**src/rtl/stopwatch_ctrl_if.sv**
```systemverilog
// Front-panel / counter handshake bundle for stopwatch_ctrl.
// STOPWATCH_CTRL_LAP_HOLD_EN adds the lap button and lap_hold output.
interface stopwatch_ctrl_if;
  logic       btn_pause;
  logic       btn_clr;
  logic       sw_adj;
  logic       sw_sel;
  logic       counter_tick;
  logic       adj_tick;
  logic       blink_tick;
  logic       cnt_en;
  logic       cnt_clr;
  logic       inc_sec;
  logic       inc_min;
  logic       blank_sec;
  logic       blank_min;
  logic [1:0] state;
`ifdef STOPWATCH_CTRL_LAP_HOLD_EN
  logic       btn_lap;
  logic       lap_hold;
`endif

  modport master (
    output btn_pause, btn_clr, sw_adj, sw_sel, counter_tick, adj_tick, blink_tick,
`ifdef STOPWATCH_CTRL_LAP_HOLD_EN
    output btn_lap,
    input  lap_hold,
`endif
    input  cnt_en, cnt_clr, inc_sec, inc_min, blank_sec, blank_min, state
  );

  modport slave (
    input  btn_pause, btn_clr, sw_adj, sw_sel, counter_tick, adj_tick, blink_tick,
`ifdef STOPWATCH_CTRL_LAP_HOLD_EN
    input  btn_lap,
    output lap_hold,
`endif
    output cnt_en, cnt_clr, inc_sec, inc_min, blank_sec, blank_min, state
  );
endinterface

```
**src/rtl/stopwatch_ctrl.sv**
```systemverilog
// Run/pause/adjust mode controller driving the stopwatch counter strobes and display blanking.
// Optional lap-hold feature: STOPWATCH_CTRL_LAP_HOLD_EN.
//
// state   | meaning
// CLEARED | counter zeroed, idle
// RUN     | counter_tick produces cnt_en
// PAUSED  | counting halted, value held
// ADJUST  | adj_tick steps the selected field, selected field blinks
module stopwatch_ctrl #(
  parameter int SYNC_STAGES = 2
) (
  input  logic            clk,
  input  logic            rst,
  stopwatch_ctrl_if.slave bus
);

  typedef enum logic [1:0] {
    CLEARED = 2'b00,
    RUN     = 2'b01,
    PAUSED  = 2'b10,
    ADJUST  = 2'b11
  } state_t;

`ifdef STOPWATCH_CTRL_LAP_HOLD_EN
  localparam int NBTN = 3;
`else
  localparam int NBTN = 2;
`endif
  localparam int NIN = NBTN + 2;
  localparam int AW  = $clog2(SYNC_STAGES + 2);

  logic [NIN-1:0]                  raw;
  logic [SYNC_STAGES-1:0][NIN-1:0] sync_q;
  logic [NIN-1:0]                  syn;
  logic [NBTN-1:0]                 btn_d;
  logic [NBTN-1:0]                 rise;
  logic [AW-1:0]                   arm_cnt;
  logic                            armed;
  logic pause_rise, clr_rise, adj_s, sel_s;
  logic enter_adj;
  logic phase;
  state_t state_q, state_n;

`ifdef STOPWATCH_CTRL_LAP_HOLD_EN
  logic lap_rise;
  assign raw = {bus.sw_sel, bus.sw_adj, bus.btn_lap, bus.btn_clr, bus.btn_pause};
`else
  assign raw = {bus.sw_sel, bus.sw_adj, bus.btn_clr, bus.btn_pause};
`endif

  always_ff @(posedge clk or posedge rst) begin
    if (rst) begin
      sync_q <= '0;
      btn_d  <= '0;
    end else begin
      sync_q[0] <= raw;
      for (int i = 1; i < SYNC_STAGES; i++) sync_q[i] <= sync_q[i-1];
      btn_d <= syn[NBTN-1:0];
    end
  end

  // Edges are ignored until the sync chain and edge flop hold real samples,
  // so a button already held through reset does not register as a press.
  always_ff @(posedge clk or posedge rst) begin
    if (rst)                arm_cnt <= AW'(SYNC_STAGES + 1);
    else if (arm_cnt != '0) arm_cnt <= arm_cnt - 1'b1;
  end

  assign armed      = (arm_cnt == '0);
  assign syn        = sync_q[SYNC_STAGES-1];
  assign rise       = syn[NBTN-1:0] & ~btn_d & {NBTN{armed}};
  assign pause_rise = rise[0];
  assign clr_rise   = rise[1];
  assign adj_s      = syn[NBTN];
  assign sel_s      = syn[NBTN+1];
`ifdef STOPWATCH_CTRL_LAP_HOLD_EN
  assign lap_rise   = rise[2];
`endif

  always_ff @(posedge clk or posedge rst) begin
    if (rst) state_q <= CLEARED;
    else     state_q <= state_n;
  end

  always_comb begin
    state_n   = state_q;
    enter_adj = 1'b0;
    if (adj_s && state_q != ADJUST) begin
      state_n   = ADJUST;
      enter_adj = 1'b1;
    end else if (clr_rise) begin
      state_n = adj_s ? ADJUST : CLEARED;
    end else if (state_q == ADJUST && !adj_s) begin
      state_n = PAUSED;
    end else if (pause_rise) begin
      case (state_q)
        CLEARED: state_n = RUN;
        RUN:     state_n = PAUSED;
        PAUSED:  state_n = RUN;
        default: state_n = state_q;
      endcase
    end
  end

  always_ff @(posedge clk or posedge rst) begin
    if (rst) begin
      bus.cnt_en    <= 1'b0;
      bus.cnt_clr   <= 1'b0;
      bus.inc_sec   <= 1'b0;
      bus.inc_min   <= 1'b0;
      bus.blank_sec <= 1'b0;
      bus.blank_min <= 1'b0;
      phase         <= 1'b0;
    end else begin
      bus.cnt_en    <= bus.counter_tick & (state_q == RUN) & ~clr_rise;
      bus.cnt_clr   <= clr_rise;
      bus.inc_sec   <= bus.adj_tick & (state_q == ADJUST) & ~sel_s & ~clr_rise;
      bus.inc_min   <= bus.adj_tick & (state_q == ADJUST) & sel_s & ~clr_rise;
      bus.blank_sec <= (state_q == ADJUST) & phase & ~sel_s;
      bus.blank_min <= (state_q == ADJUST) & phase & sel_s;
      if (enter_adj || state_q != ADJUST) phase <= 1'b0;
      else                                phase <= phase ^ bus.blink_tick;
    end
  end

`ifdef STOPWATCH_CTRL_LAP_HOLD_EN
  always_ff @(posedge clk or posedge rst) begin
    if (rst)                                    bus.lap_hold <= 1'b0;
    else if (enter_adj || clr_rise)             bus.lap_hold <= 1'b0;
    else if (lap_rise && state_q == RUN)        bus.lap_hold <= ~bus.lap_hold;
    else if (lap_rise && state_q == PAUSED)     bus.lap_hold <= 1'b0;
  end
`endif

  assign bus.state = state_q;

endmodule

```
**src/flat_wrapper.sv**
```systemverilog
// flat-port wrapper written by rule: the top's interface ports become plain ports
module stopwatch_ctrl_flat 
#(
  parameter int SYNC_STAGES = 2
)
  (clk, rst, bus_btn_pause, bus_btn_clr, bus_sw_adj, bus_sw_sel, bus_counter_tick, bus_adj_tick, bus_blink_tick, bus_cnt_en, bus_cnt_clr, bus_inc_sec, bus_inc_min, bus_blank_sec, bus_blank_min, bus_state);
  stopwatch_ctrl_if bus_i ();
  input  logic clk;
  input  logic rst;
  input wire logic [$bits(bus_i.btn_pause)-1:0] bus_btn_pause;
  input wire logic [$bits(bus_i.btn_clr)-1:0] bus_btn_clr;
  input wire logic [$bits(bus_i.sw_adj)-1:0] bus_sw_adj;
  input wire logic [$bits(bus_i.sw_sel)-1:0] bus_sw_sel;
  input wire logic [$bits(bus_i.counter_tick)-1:0] bus_counter_tick;
  input wire logic [$bits(bus_i.adj_tick)-1:0] bus_adj_tick;
  input wire logic [$bits(bus_i.blink_tick)-1:0] bus_blink_tick;
  output wire logic [$bits(bus_i.cnt_en)-1:0] bus_cnt_en;
  output wire logic [$bits(bus_i.cnt_clr)-1:0] bus_cnt_clr;
  output wire logic [$bits(bus_i.inc_sec)-1:0] bus_inc_sec;
  output wire logic [$bits(bus_i.inc_min)-1:0] bus_inc_min;
  output wire logic [$bits(bus_i.blank_sec)-1:0] bus_blank_sec;
  output wire logic [$bits(bus_i.blank_min)-1:0] bus_blank_min;
  output wire logic [$bits(bus_i.state)-1:0] bus_state;
  assign bus_i.btn_pause = bus_btn_pause;
  assign bus_i.btn_clr = bus_btn_clr;
  assign bus_i.sw_adj = bus_sw_adj;
  assign bus_i.sw_sel = bus_sw_sel;
  assign bus_i.counter_tick = bus_counter_tick;
  assign bus_i.adj_tick = bus_adj_tick;
  assign bus_i.blink_tick = bus_blink_tick;
  assign bus_cnt_en = bus_i.cnt_en;
  assign bus_cnt_clr = bus_i.cnt_clr;
  assign bus_inc_sec = bus_i.inc_sec;
  assign bus_inc_min = bus_i.inc_min;
  assign bus_blank_sec = bus_i.blank_sec;
  assign bus_blank_min = bus_i.blank_min;
  assign bus_state = bus_i.state;
  stopwatch_ctrl #(.SYNC_STAGES(SYNC_STAGES)) u_core (.clk(clk), .rst(rst), .bus(bus_i));
endmodule
```
**config.mk**
```make
export PLATFORM = sky130hd
export DESIGN_NAME = stopwatch_ctrl_flat
export DESIGN_NICKNAME = d
export VERILOG_FILES = /design/src/rtl/stopwatch_ctrl_if.sv /design/src/rtl/stopwatch_ctrl.sv /design/src/flat_wrapper.sv
export SDC_FILE = /design/constraint.sdc
export NUM_CORES = 1
export LEC_CHECK = 0
export BUFFER_PORTS_ARGS = -buffer_cell sky130_fd_sc_hd__buf_2
export CORE_MARGIN = 10
export CORE_UTILIZATION = 45
export CTS_CLUSTER_SIZE = 12
export DETAILED_ROUTE_END_ITERATION = 8
export GPL_TIMING_DRIVEN = 0
export PLACE_DENSITY_LB_ADDON = 0.3
export REMOVE_ABC_BUFFERS = 1
export SETUP_SLACK_MARGIN = 0.02
export SYNTH_ARGS = -nofsm -noshare
export SYNTH_HDL_FRONTEND = slang
export SYNTH_SLANG_ARGS = --single-unit
```
**constraint.sdc**
```tcl
create_clock -name clk -period 1.7 [get_ports clk]
set_input_delay 0.085 -clock clk [delete_from_list [all_inputs] [get_ports clk]]
set_output_delay 0.085 -clock clk [all_outputs]
set_load 0.01 [all_outputs]
```
==> results of run 1 <==
-- through the flow --
step | cell area [sq um] | power [mW] | worst slack, ns
6_report | 1040 | 1.21 | 0.0567
5_1_grt | 1040 | 1.28 | 0.0226
4_1_cts | 1010 | 1.18 | 0.0252
3_5_place_dp | 858 | 0.877 | -0.0890
3_3_place_gp | 858 | 0.870 | -0.0692
2_1_floorplan | 758 | 0.790 | 0.0241
-- critical path, delay by kind of cell (launching register included) --
family,cells,cell delay (ns)
flip-flops,1,0.55
buffers and inverters,1,0.05
adder cells (fa/ha/maj),1,0.15
multiplexers,1,0.30
AND/OR/NAND/NOR,1,0.23
AO/OA/AOI/OAI,2,0.26
-- synth_stat cells (all sizes together) --
cell,n,share of area [%]
dfrtp,19,62
inv,6,2.9
ha,4,6.5
nand2,4,2.0
nor2,3,1.5
o21ai,3,2.4
and3,2,1.6
and3b,2,2.3
dfstp,2,6.8
mux2,2,2.9
nor3,2,1.3
xnor2,2,2.3
a21oi,1,0.65
a31oi,1,1.6
buf,1,1.5
nor3b,1,0.98
o31ai,1,0.98
-- layout by cell type (no fill, tap or decap) --
cell type | netlist | final
dfrtp_1 | 19 | 19
buf_2 | 0 | 16
dlygate4sd3_1 | 0 | 7
buf_4 | 0 | 6
nand2_1 | 4 | 4
inv_1 | 6 | 4
clkbuf_4 | 0 | 3
and3b_2 | 0 | 2
inv_2 | 0 | 2
nor3_1 | 2 | 2
nor2_1 | 3 | 2
and3_1 | 2 | 2
xnor2_1 | 2 | 2
mux2_4 | 0 | 2
ha_1 | 4 | 2
dfstp_2 | 2 | 2
nor2_4 | 0 | 1
nor3b_1 | 1 | 1
a21oi_2 | 0 | 1
o21ai_1 | 1 | 1
a31oi_2 | 1 | 1
o21ai_2 | 1 | 1
o21ai_0 | 1 | 1
o31ai_1 | 1 | 1
ha_4 | 0 | 1
ha_2 | 0 | 1
clkbuf_1 | 0 | 1
-- cell type report --
cell class,count,area (sq um)
Clock buffer,4,26.3
Multi-Input combinational cell,28,244
Fill cell,124,523
Sequential cell,21,528
Tap cell,16,20.0
Inverter,6,22.5
Timing Repair Buffer,29,195
-- sequential cells by signal, summed over array words and instances, names as in the netlist --
signal,count
u_core.phase,1
u_core.bus.inc_min,1
u_core.bus.cnt_en,1
u_core.bus.cnt_clr,1
u_core.arm_cnt,2
u_core.bus.blank_min,1
u_core.bus.state,2
u_core.syn,4
u_core.bus.inc_sec,1
u_core.sync_q,4
u_core.btn_d,2
u_core.bus.blank_sec,1
-- logic make-up (layout without fill, tap and decap cells) --
| family | Yosys count | after routing | share of synthesized area [%] |
|---|---|---|---|
| adders and majority gates | 4 | 4 | 6.50 |
| xor gates and xnor gates | 2 | 2 | 2.28 |
| buffers and inverters | 7 | 39 | 4.39 |
| and+or+nand+nor | 14 | 14 | 9.59 |
| DFF | 21 | 21 | 68.6 |
| AOI/OAI and AO/OA | 6 | 6 | 5.69 |
| muxes | 2 | 2 | 2.93 |
-- layer usage --
metal / GRT usage (%) / share of wire [%] / up-vias
li1: - / - / 244
met1: 7.68 / 37 / 246
met2: 14.2 / 51 / 17
met3: 2.88 / 10 / 2
met4: 4.78 / 1.4 / 0
met5: 0 / 0 / -
-- power groups by stage --
| stage | clock network (mW) | registers [mW] | logic (mW) |
|---|---|---|---|
| after floorplan | 0 | 0.627 | 0.163 |
| after global placement | 0 | 0.610 | 0.260 |
| after detailed placement | 0 | 0.612 | 0.265 |
| after CTS | 0.243 | 0.605 | 0.334 |
| after global routing | 0.265 | 0.614 | 0.405 |
| final | 0.236 | 0.603 | 0.367 |
-- timing repair --
| action | CTS | global route |
|---|---|---|
| gates resized for setup | 8 | 4 |
| hold endpoints to repair | 24 | 1 |
| hold buffers | 6 | 1 |
| pin swaps | 4 | 2 |
| gates cloned | 0 | 0 |
| setup buffers | 6 | 0 |
| setup endpoints to repair | 2 | 2 |
-- worst paths after layout --
kind | start | endpoint | slack (ns) | cells past startpoint
setup / recovery | u_core.arm_cnt[1] | u_core.bus.state[1] | 0.06 | 6
setup reg to reg | u_core.arm_cnt[1] | u_core.bus.state[1] | 0.06 | 6
hold / removal | bus_blink_tick | u_core.phase | 0.04 | 3
hold reg to reg | u_core.sync_q[1] | u_core.syn[1] | 0.36 | 0
min in group asynchronous | rst | u_core.syn[0] | 0.44 | 3
max in group asynchronous | rst | u_core.bus.state[1] | 0.79 | 3
==> flow_summary.yaml, run 1 <==
setup_path:
  cpMaxStageDelayCell: "dfstp_2"
  crit_type: "flip-flop to flip-flop"
  max_stage_delay_ns: 0.55
  crit_arrival_ns: 1.83
  path_cells: "inv_2 -> ha_4 -> and3b_2 -> a31oi_2 -> o21ai_2 -> mux2_4"
  start_kind: "flip-flop"
  cp.required_ns: 1.89
  cp_max_fo: 4
  end_kind: "flip-flop"
finish:
  fin_cells: 104
  diodes: 0
  drive_gt1_share_pct: 44.3
  fin_nets: 102
  final_util_pct: 66.5
  syn_to_final_growth_pct: 34.6
power:
  p_sw_mw: 0.355
  powerDensity_nw_per_um2: 1160
  peakVddDrop_mv: 0.574
  intPower_mw: 0.851
  sequentialPowerShare_pct: 50.0
  comb_power_share_pct: 30.4
  sw_frac_of_total_pct: 29.5
  p_leak_nw: 0.525
  clkPwrFrac_pct: 19.6
timing:
  hold_ws_ns: 0.0371
  hold_viol_final: 0
  slew_viol_final: 0
  tightest_slew_ns: 0.747
  slew_headroom_pct: 50.1
  layout_min_cycle_time_ns: 1.64
  setup_viol: 0
  fin_skew_ns: 0.00961
  rsz0062_at_grt: "false"
  max_freq_mhz: 609
  finalSetupTns_ns: 0
  period_share_pct: 96.7
yosys:
  synth_cells: 56
  synth.avg_cell_area_sq_um: 13.7
  ys_seq_area_share_pct: 68.6
  synth_seq_cells: 21
  syn_area_sq_um: 769
  ys_warn_count: 0
  ys_types: 19
detailed_routing:
  ant_nets: 0
  wirelength_microns: 1370
  first_iter_violations: 4
  dr.pass1.iters: 2
  routedWlPerCell_microns: 13.2
  drc: 0
  viasPerCell: 4.89
  vias: 509
global_route:
  grt_max_degree: 22
  grt_overflow: 0
  grt_pass1_wl_microns: 2210
  grt_use_total_pct: 7.95
  grt_pass1_vias: 514
  antenna_found_initial: 0
cts:
  clkTransAtPathRegs_ns: 0.12
  cts_inserted_buffers: 3
  cts_root_buf: "clkbuf_4"
  clock-sinks: 21
  cts_tree: "built"
  clkLatencyLatePin_ns: 0.30
  cts_max_level: 1
  clock_path_buffers: 2
floorplanning:
  dieArea_sq_um: 3760
  die_h_microns: 61.4
  std_cell_rows: 14
  core_area_sq_um: 1560
  io_pins: 17
  initial_core_util_pct: 49.4
  die_w_microns: 61.4
placement:
  place_inst: 87
  dp_hpwl_microns: 862
  io_buffers: 16
  gp_congestion: 0.815
hold_path:
  hold_path.class: "input pin to flip-flop"
outcome:
  outcome: "finished clean"
run:
  cap_violations: 0
Note: power is estimated with default switching activity, not from simulation.
==> inputs of run 2 (changes only) <==
--- a/config.mk
+++ b/config.mk
@@ -5,6 +5,7 @@
 export SDC_FILE = /design/constraint.sdc
 export NUM_CORES = 1
 export LEC_CHECK = 0
+export ABC_AREA = 1
 export BUFFER_PORTS_ARGS = -buffer_cell sky130_fd_sc_hd__buf_2
 export CORE_MARGIN = 10
 export CORE_UTILIZATION = 45
==> flow_summary.yaml, run 2 <==
detailed_routing:
  wirelength_microns: 1250
  vias: 511
  routedWlPerCell_microns: 10.5
  viasPerCell: 4.29
  drc: 0
  ant_nets: 0
  dr.pass1.iters: 3
  first_iter_violations: 7
yosys:
  synthAdderAreaFrac_pct: 6.24
  synth.largest_area_cell: "dfrtp_1"
  synthTopCellsByCount: "dfrtp_1, inv_1, nand2_1"
  yosys_most_used_dff: "dfrtp_1"
  post-synth-top-count-cell: "dfrtp_1"
  synth_top_family_by_area: "simple AND/OR/NAND/NOR gates"
  synth_cells: 69
  synth.avg_cell_area_sq_um: 11.6
  async_flop_share_pct: 100
  syn_area_sq_um: 802
  synth_top_area_share_pct: 59.3
  synth_xor_area_share_pct: 2.18
  ys_seq_area_share_pct: 65.8
  synth_seq_cells: 21
  ys_types: 17
  synth_edf_count: 0
  ys_top_cells_by_area: "dfrtp_1, dfstp_2, ha_1, inv_1, nand3_1"
  muxShareOfSynthArea_pct: 0
  synthSimpleGateAreaFrac_pct: 18.1
  synth-compound-area-share_pct: 1.40
  ys_warn_count: 0
floorplanning:
  dieArea_sq_um: 3870
  die_w_microns: 62.2
  io_pins: 17
  die_h_microns: 62.2
  std_cell_rows: 15
  initial_core_util_pct: 47.0
  core_area_sq_um: 1710
power:
  peakVddDrop_mv: 0.637
  power.total_mw: 1.16
  p_leak_nw: 0.517
  powerDensity_nw_per_um2: 1170
setup_path:
  r2r_slack_ns: 0.29
  crit_type: "flip-flop to flip-flop"
  crit_buf_inv: 1
  max_stage_delay_ns: 0.55
  crit_cells: 8
  cp_common_cell: "nand2_1"
  crit_family: "flip-flops"
  end_kind: "flip-flop"
  cp.required_ns: 1.89
  crit_arrival_ns: 1.60
  worstRegToRegCells: 8
  start_kind: "flip-flop"
  path_cells: "inv_1 -> ha_1 -> nand3_2 -> nand2_1 -> nand2_2 -> nand2_2 -> nand2_1 -> nand2_1"
  cp_max_fo: 5
  cpMaxStageDelayCell: "dfstp_2"
cts:
  cts_max_level: 1
  cts_tree: "built"
  clkTransAtPathRegs_ns: 0.11
  cts_inserted_buffers: 3
  cts_root_buf: "clkbuf_4"
  clock_path_buffers: 2
  cts_resized: 0
  clkLatencyLatePin_ns: 0.29
  clock-sinks: 21
timing:
  rsz0062_at_grt: "false"
  hold_viol_final: 0
  fin_skew_ns: 0.00171
  finalSetupTns_ns: 0
  slew_viol_final: 0
  hold_ws_ns: 0.0347
  tightest_slew_ns: 0.748
  setup_viol: 0
  max_freq_mhz: 710
  period_share_pct: 82.8
  layout_min_cycle_time_ns: 1.41
  slew_headroom_pct: 50.1
outcome:
  outcome: "finished clean"
hold_path:
  whs_path_depth: 3
  hold_path.class: "input pin to flip-flop"
placement:
  place_inst: 110
  gp_congestion: 0.754
  io_buffers: 16
  dp_hpwl_microns: 920
global_route:
  antenna_found_initial: 0
  grt_max_degree: 22
  grt_pass1_vias: 536
  grt_use_total_pct: 7.12
  grt_pass1_wl_microns: 2260
  grt_overflow: 0
finish:
  diodes: 0
  final_util_pct: 57.9
  drive_gt1_share_pct: 28.7
  syn_to_final_growth_pct: 23.4
  final_cell_mix: "dfrtp_1, buf_2, inv_1"
  final_common_cell: "dfrtp_1"
  fin_cells: 119
  fin_nets: 108
  final.fill_count: 146
run:
  cap_violations: 0
run 2: cell types whose count changed after synthesis, moves of 2 or more:
cell / change
nand3_1: +7
inv_1: +5
nand2_1: +4
nand2_2: +3
and3_1: -2
and3b_1: -2
mux2_1: -2
run 2: what timing repair did:
action / CTS / global route
hold buffers: 5 / 0
hold endpoints to repair: 23 / 0
buffers inserted: 0 / 0
run 2: cell families after synthesis:
logic type      count (synthesis)
compound gates                  2
xor+xnor                        2
fa+ha+maj                       4
buf+inv                        12
flops                          21
simple gates                   28
run 2: final cells by class:
cell class	instances	area (sq um)	share of cell area, %
Timing Repair Buffer	21	130	13.1
Tap cell	25	31.3	3.16
Multi-Input combinational cell	36	224	22.6
Inverter	12	50.0	5.06
Clock buffer	4	26.3	2.65
Sequential cell	21	528	53.4
run 2: worst register-to-register path, delay by kind of cell, from the launching register on:
family	cells	cell delay (ns)
DFF	1	0.55
and+or+nand+nor	6	0.45
adders and majority gates	1	0.26
buffers and inverters	1	0.06
run 2: power breakdown:
part / total [mW] / leakage (nW) / internal [mW] / switching (mW)
sequential: 0.609 / 0.256 / 0.557 / 0.0518
clock: 0.226 / 0.0150 / 0.0912 / 0.135
combinational: 0.325 / 0.246 / 0.137 / 0.188
run 2: through the flow:
step | setup slack [ns] | cell area (sq um)
after floorplan | 0.407 | 802
after global placement | 0.341 | 913
after detailed placement | 0.306 | 913
after CTS | 0.290 | 990
after global routing | 0.186 | 990
final | 0.293 | 990
run 2: worst paths after layout:
kind                                   start                   to
setup / recovery           u_core.arm_cnt[0]  u_core.bus.state[0]
hold / removal              bus_counter_tick    u_core.bus.cnt_en
setup reg to reg           u_core.arm_cnt[0]  u_core.bus.state[0]
hold reg to reg             u_core.sync_q[2]        u_core.syn[2]
max in group asynchronous                rst  u_core.bus.state[1]
min in group asynchronous                rst        u_core.syn[2]
run 2: layer usage:
layer	share of wire [%]	track usage (%)	up-vias
li1	-	-	266
met3	8.6	3.58	2
met5	0	0	-
met1	46	7.80	231
met4	1.3	5.14	0
met2	44	10.4	12
